$ cat src/rtl/fas_spectrum_streamer.sv
// Captures a 16-bin complex spectrum on the fft_valid rising edge and streams it bin by bin.
// Optional build macro FAS_PEAK_CHECK_EN compares the upstream peak index against the computed peak.
module fas_spectrum_streamer #(
  parameter int FRAME_CNT_W = 8,
  parameter int MAG_SHIFT   = 0
) (
  input  logic                   clk,
  input  logic                   rst,
  input  logic                   fft_valid,
  input  logic [31:0]            fft_d0,
  input  logic [31:0]            fft_d1,
  input  logic [31:0]            fft_d2,
  input  logic [31:0]            fft_d3,
  input  logic [31:0]            fft_d4,
  input  logic [31:0]            fft_d5,
  input  logic [31:0]            fft_d6,
  input  logic [31:0]            fft_d7,
  input  logic [31:0]            fft_d8,
  input  logic [31:0]            fft_d9,
  input  logic [31:0]            fft_d10,
  input  logic [31:0]            fft_d11,
  input  logic [31:0]            fft_d12,
  input  logic [31:0]            fft_d13,
  input  logic [31:0]            fft_d14,
  input  logic [31:0]            fft_d15,
  input  logic                   done,
  input  logic [3:0]             freq,
  output logic                   out_valid,
  input  logic                   out_ready,
  output logic [3:0]             out_bin,
  output logic [15:0]            out_re,
  output logic [15:0]            out_im,
  output logic [31:0]            out_mag,
  output logic                   out_last,
  output logic [3:0]             peak_bin,
  output logic                   peak_valid,
  output logic [FRAME_CNT_W-1:0] frame_cnt,
  output logic                   ovf,
  input  logic                   ovf_clr,
  output logic                   peak_mismatch
);

  // state  | meaning
  // IDLE   | waiting for a capture event, no beat presented
  // STREAM | presenting frame_q[idx_q], advancing on each transfer
  typedef enum logic {ST_IDLE, ST_STREAM} state_t;

  state_t             state_q, state_d;
  logic               fv_q;
  logic               cap;
  logic [31:0]        fft_d   [16];
  logic [31:0]        frame_q [16];
  logic [3:0]         idx_q;
  logic               streaming;
  logic               xfer;
  logic               last_xfer;
  logic               load;
  logic               drop;
  logic signed [15:0] re_s, im_s;
  logic signed [31:0] re_sq, im_sq;
  logic [31:0]        mag_full;
  logic [31:0]        max_mag_q;
  logic [3:0]         max_idx_q;
  logic [3:0]         peak_next;

  assign fft_d = '{fft_d0, fft_d1, fft_d2, fft_d3, fft_d4, fft_d5, fft_d6, fft_d7,
                   fft_d8, fft_d9, fft_d10, fft_d11, fft_d12, fft_d13, fft_d14, fft_d15};

  assign cap       = fft_valid & ~fv_q;
  assign streaming = (state_q == ST_STREAM);
  assign xfer      = streaming & out_ready;
  assign last_xfer = xfer & (idx_q == 4'd15);
  assign load      = cap & (~streaming | last_xfer);
  assign drop      = cap & streaming & ~last_xfer;

  assign re_s  = frame_q[idx_q][31:16];
  assign im_s  = frame_q[idx_q][15:0];
  assign re_sq = re_s * re_s;
  assign im_sq = im_s * im_s;
  // Both squares are non-negative, so the unsigned sum tops out at exactly 2^31.
  assign mag_full = $unsigned(re_sq) + $unsigned(im_sq);

  assign out_valid = streaming;
  assign out_bin   = streaming ? idx_q : 4'd0;
  assign out_re    = streaming ? re_s : 16'd0;
  assign out_im    = streaming ? im_s : 16'd0;
  assign out_mag   = streaming ? (mag_full >> MAG_SHIFT) : 32'd0;
  assign out_last  = streaming & (idx_q == 4'd15);

  // Peak is tracked at full precision; strict compare keeps the lower index on ties.
  assign peak_next = (idx_q == 4'd0 || mag_full > max_mag_q) ? idx_q : max_idx_q;

  always_comb begin
    state_d = state_q;
    case (state_q)
      ST_IDLE:   if (cap) state_d = ST_STREAM;
      ST_STREAM: if (last_xfer && !cap) state_d = ST_IDLE;
      default:   state_d = ST_IDLE;
    endcase
  end

  always_ff @(posedge clk or negedge rst) begin
    if (!rst) begin
      state_q <= ST_IDLE;
      fv_q    <= 1'b0;
      idx_q   <= 4'd0;
      for (int k = 0; k < 16; k++) frame_q[k] <= 32'd0;
    end else begin
      state_q <= state_d;
      fv_q    <= fft_valid;
      if (load) begin
        idx_q <= 4'd0;
        for (int k = 0; k < 16; k++) frame_q[k] <= fft_d[k];
      end else if (xfer && !last_xfer) begin
        idx_q <= idx_q + 4'd1;
      end
    end
  end

  always_ff @(posedge clk or negedge rst) begin
    if (!rst) begin
      max_mag_q  <= 32'd0;
      max_idx_q  <= 4'd0;
      peak_bin   <= 4'd0;
      peak_valid <= 1'b0;
      frame_cnt  <= '0;
      ovf        <= 1'b0;
    end else begin
      peak_valid <= last_xfer;
      if (xfer) begin
        max_idx_q <= peak_next;
        if (peak_next == idx_q) max_mag_q <= mag_full;
      end
      if (last_xfer) begin
        peak_bin  <= peak_next;
        frame_cnt <= frame_cnt + FRAME_CNT_W'(1);
      end
      if (drop)         ovf <= 1'b1;
      else if (ovf_clr) ovf <= 1'b0;
    end
  end

`ifdef FAS_PEAK_CHECK_EN
  logic       done_seen_q;
  logic [3:0] freq_q;

  always_ff @(posedge clk or negedge rst) begin
    if (!rst) begin
      done_seen_q   <= 1'b0;
      freq_q        <= 4'd0;
      peak_mismatch <= 1'b0;
    end else begin
      if (last_xfer && done_seen_q && (freq_q != peak_next)) peak_mismatch <= 1'b1;
      if (done) begin
        done_seen_q <= 1'b1;
        freq_q      <= freq;
      end else if (load) begin
        done_seen_q <= 1'b0;
      end
    end
  end
`else
  logic unused_peak_check;
  assign unused_peak_check = ^{done, freq};
  assign peak_mismatch     = 1'b0;
`endif

endmodule

$ cat config.mk
export PLATFORM = sky130hd
export DESIGN_NAME = fas_spectrum_streamer
export DESIGN_NICKNAME = d
export VERILOG_FILES = /design/src/rtl/fas_spectrum_streamer.sv
export SDC_FILE = /design/constraint.sdc
export NUM_CORES = 2
export LEC_CHECK = 0
export BUFFER_PORTS_ARGS = -buffer_cell sky130_fd_sc_hd__buf_2
export CORE_MARGIN = 3
export CORE_UTILIZATION = 45
export CTS_BUF_LIST = sky130_fd_sc_hd__clkbuf_4 sky130_fd_sc_hd__clkbuf_8
export DETAILED_ROUTE_END_ITERATION = 6
export PLACE_DENSITY = 0.76
export SLEW_MARGIN = 20
export SYNTH_ARGS = -nofsm -noshare
export SYNTH_HDL_FRONTEND = slang
export SYNTH_SLANG_ARGS = --single-unit
$ cat constraint.sdc
create_clock -name clk -period 12 [get_ports clk]
set_clock_uncertainty 0.2 [all_clocks]
set_input_delay 1.8 -clock clk [delete_from_list [all_inputs] [get_ports clk]]
set_output_delay 1.8 -clock clk [all_outputs]
set_load 0.01 [all_outputs]
==> flow_summary.yaml <==
setup_path:
  worstPathRequired_ns: 10.00
  crit_fanout: 20
  critPathKind: "flip-flop to output port"
  crit_arrival_ns: 9.73
  regToRegStartpoint: "idx_q[0]$_DFFE_PN0P_"
  worst_setup_path_end_kind: "output port"
  crit_path_start: "idx_q[0]$_DFFE_PN0P_"
  cp_num_buf_inv: 9
  path_delay_family: "adder cells"
  r2r_setup_slack_ns: 0.31
  crit_slowest_cell: "mux4_2"
  worst_path_most_repeated_cell: "fa_1"
  worstSetupStartpointType: "flip-flop"
  slowest_delay_ns: 0.67
finish:
  num-fill-cells: 8073
  layout_commonest_cell: "inv_1"
  final_cell_mix: "inv_1 (685), buf_2 (599), dfrtp_1 (564), mux2_2 (528), fa_1 (514)"
  nNetsFinal: 5512
  fin_util_pct: 53.55
  drive_above_1_share_pct: 38.15
  syn2layout_area_growth_pct: 17.00
clock_tree:
  cts_root_buf: "clkbuf_8"
  max-clock-path-buffers: 3
  clk_latency_ns: 0.76
  clock-sinks: 568
  h-tree-depth: 3
  tritoncts: "built"
  clk_pin_slew_ns: 0.06
  numCtsBuffers: 97
  holdBufCountCts: 0
timing:
  fin_crit_ns: 11.73
  max_freq_ghz: 0.08524
  slew_viol_final: 0
  finalCritPeriodShare_pct: 97.76
  rsz0062_at_grt: "true"
  setup_viol: 0
  worst_pin_slew_ns: 1.090
  relSlewSlack_pct: 27.32
  hold_viol: 0
status:
  run_status: "finished, final reports clean"
floorplanning:
  start_util_pct: 45.77
  std_cell_rows: 113
  die_w_um: 318.2
  ios: 607
  fp.dieH_um: 318.2
  core-area_sq_um: 95860
  dieArea_sq_um: 101300
job:
  maxCapViolCount: 0
synth:
  synth_seq_cells: 568
  ys_seq_area_share_pct: 32.40
  yosysUniqueCellTypes: 66
  syn_area_sq_um: 43870
  avgSynthCellArea_sq_um: 12.15
  async_flop_share_pct: 100.0
  synth_cells: 3610
  yosysWarningCount: 0
  ys.flop_type: "dfrtp_1"
  synth_edf_count: 0
  syn_nets: 4834
hold_path:
  hold_class: "flip-flop to flip-flop"
  hp-start: "max_mag_q[17]$_DFFE_PN0P_"
detailed_routing:
  vias: 29743
  drtPass1Iterations: 5
  wl_per_cell_um: 22.30
  drt_iter0_markers: 1816
  ant_nets: 0
  avgViaCountPerCell: 5.236
  drt_wl_total_um: 126600
  drc_errors: 0
grt:
  grt_use_total_pct: 25.03
  grt_start_max_net_pins: 183
  grt_pass1_wl_um: 192900
  overflow: 0
  antenna_found_initial: 87
  grt_pass1_vias: 33243
place:
  hpwl_um: 101100
  place_congestion: 0.9496
  port_buffers: 600
-- logic make-up after synthesis --
logic type	share of synthesized area, %
buffers and inverters	8.117
adder cells (fa/ha/maj)	28.92
multiplexers	21.39
flip-flops	32.40
AND/OR/NAND/NOR	5.379
AO/OA/AOI/OAI	2.330
XOR/XNOR	1.457
other	0.008548
-- final timing paths --
path / end / cells past startpoint
max: out_mag[26] / 28
min: max_mag_q[17]$_DFFE_PN0P_ / 1
max reg2reg: max_mag_q[21]$_DFFE_PN0P_ / 37
min reg2reg: max_mag_q[17]$_DFFE_PN0P_ / 1
max in group asynchronous: frame_q[309]$_DFFE_PN0P_ / 3
min in group asynchronous: max_mag_q[3]$_DFFE_PN0P_ / 1
-- synthesized netlist by cell type (8+ instances only) --
master	instances	area, sq um
a21o_1	20	150.1
mux2_1	19	214.0
buf_6	14	157.7
o21ai_0	10	50.05
inv_1	690	2590
fa_1	520	10410
ha_1	182	2277
dfrtp_1	568	14210
and2_1	41	256.5
o21ai_2	8	70.07
nand2_1	223	837.1
xor2_1	17	148.9
mux2_2	528	5946
o21a_1	17	127.6
nand4_1	12	75.07
buf_4	13	97.59
o21ai_1	9	45.04
nand3_1	24	120.1
xnor2_1	56	490.5
nor2_1	211	792.0
mux4_2	141	3176
clkbuf_1	24	90.09
inv_2	31	116.4
buf_2	94	470.5
a21oi_1	37	185.2
-- registers in the layout, indices dropped and copies added, names as in the netlist --
name and flops:
out_valid 1, max_mag_q 32, fv_q 1, idx_q 4, peak_valid 1, max_idx_q 4
frame_q 512, frame_cnt 8, peak_bin 4, ovf 1
-- metal layers --
layer	GRT usage [%]	up-vias	wire length [um]
li1	-	13005	-
met1	30.76	15329	48210
met2	41.51	1090	61810
met3	8.535	271	12270
met4	8.167	48	4063
met5	0	-	293
-- what timing repair did --
| item | 4_1_cts | 5_1_grt |
|---|---|---|
| pin swaps | 2 | 2 |
| gates cloned | 0 | 1 |
| endpoints found under the setup margin | 7 | 41 |
| buffers inserted | 9 | 36 |
| resized for setup | 5 | 43 |
-- worst reg2reg max path, delay by kind of cell, from the launching register on --
family,cells,cell delay (ns)
AND/OR/NAND/NOR,5,1.18
AO/OA/AOI/OAI,7,1.76
XOR/XNOR,1,0.19
adder cells (fa/ha/maj),10,4.66
multiplexers,3,1.67
buffers and inverters,11,1.47
flip-flops,1,0.44
-- area by class of cell --
| class | count | area [sq um] | area share (%) |
|---|---|---|---|
| clock inverter | 14 | 214.0 | 0.4168 |
| tap | 1265 | 1583 | 3.084 |
| timing repair buffer | 730 | 4253 | 8.285 |
| clock buffer | 156 | 1909 | 3.720 |
| sequential | 568 | 14220 | 27.71 |
| antenna | 56 | 140.1 | 0.2730 |
| inverter | 724 | 2750 | 5.358 |
| multi-input combinational | 2167 | 26260 | 51.15 |
-- stage by stage --
stage          worst slack [ns]  hold slack [ns]  cells  cell area [sq um]  setup TNS, ns
2_1_floorplan             1.590           0.2581   3610              43870              0
3_3_place_gp             0.3921           0.2556   5408              48450              0
3_5_place_dp             0.2961           0.2747   5408              48450              0
4_1_cts                0.008188           0.2863   5587              50670              0
5_1_grt                -0.08326           0.2975   5664              51290        -0.2317
6_report                 0.2685           0.2866   5680              51330              0
Power is not shown: default switching activity piles up to over one toggle a cycle in this logic, so the estimate is an artifact.
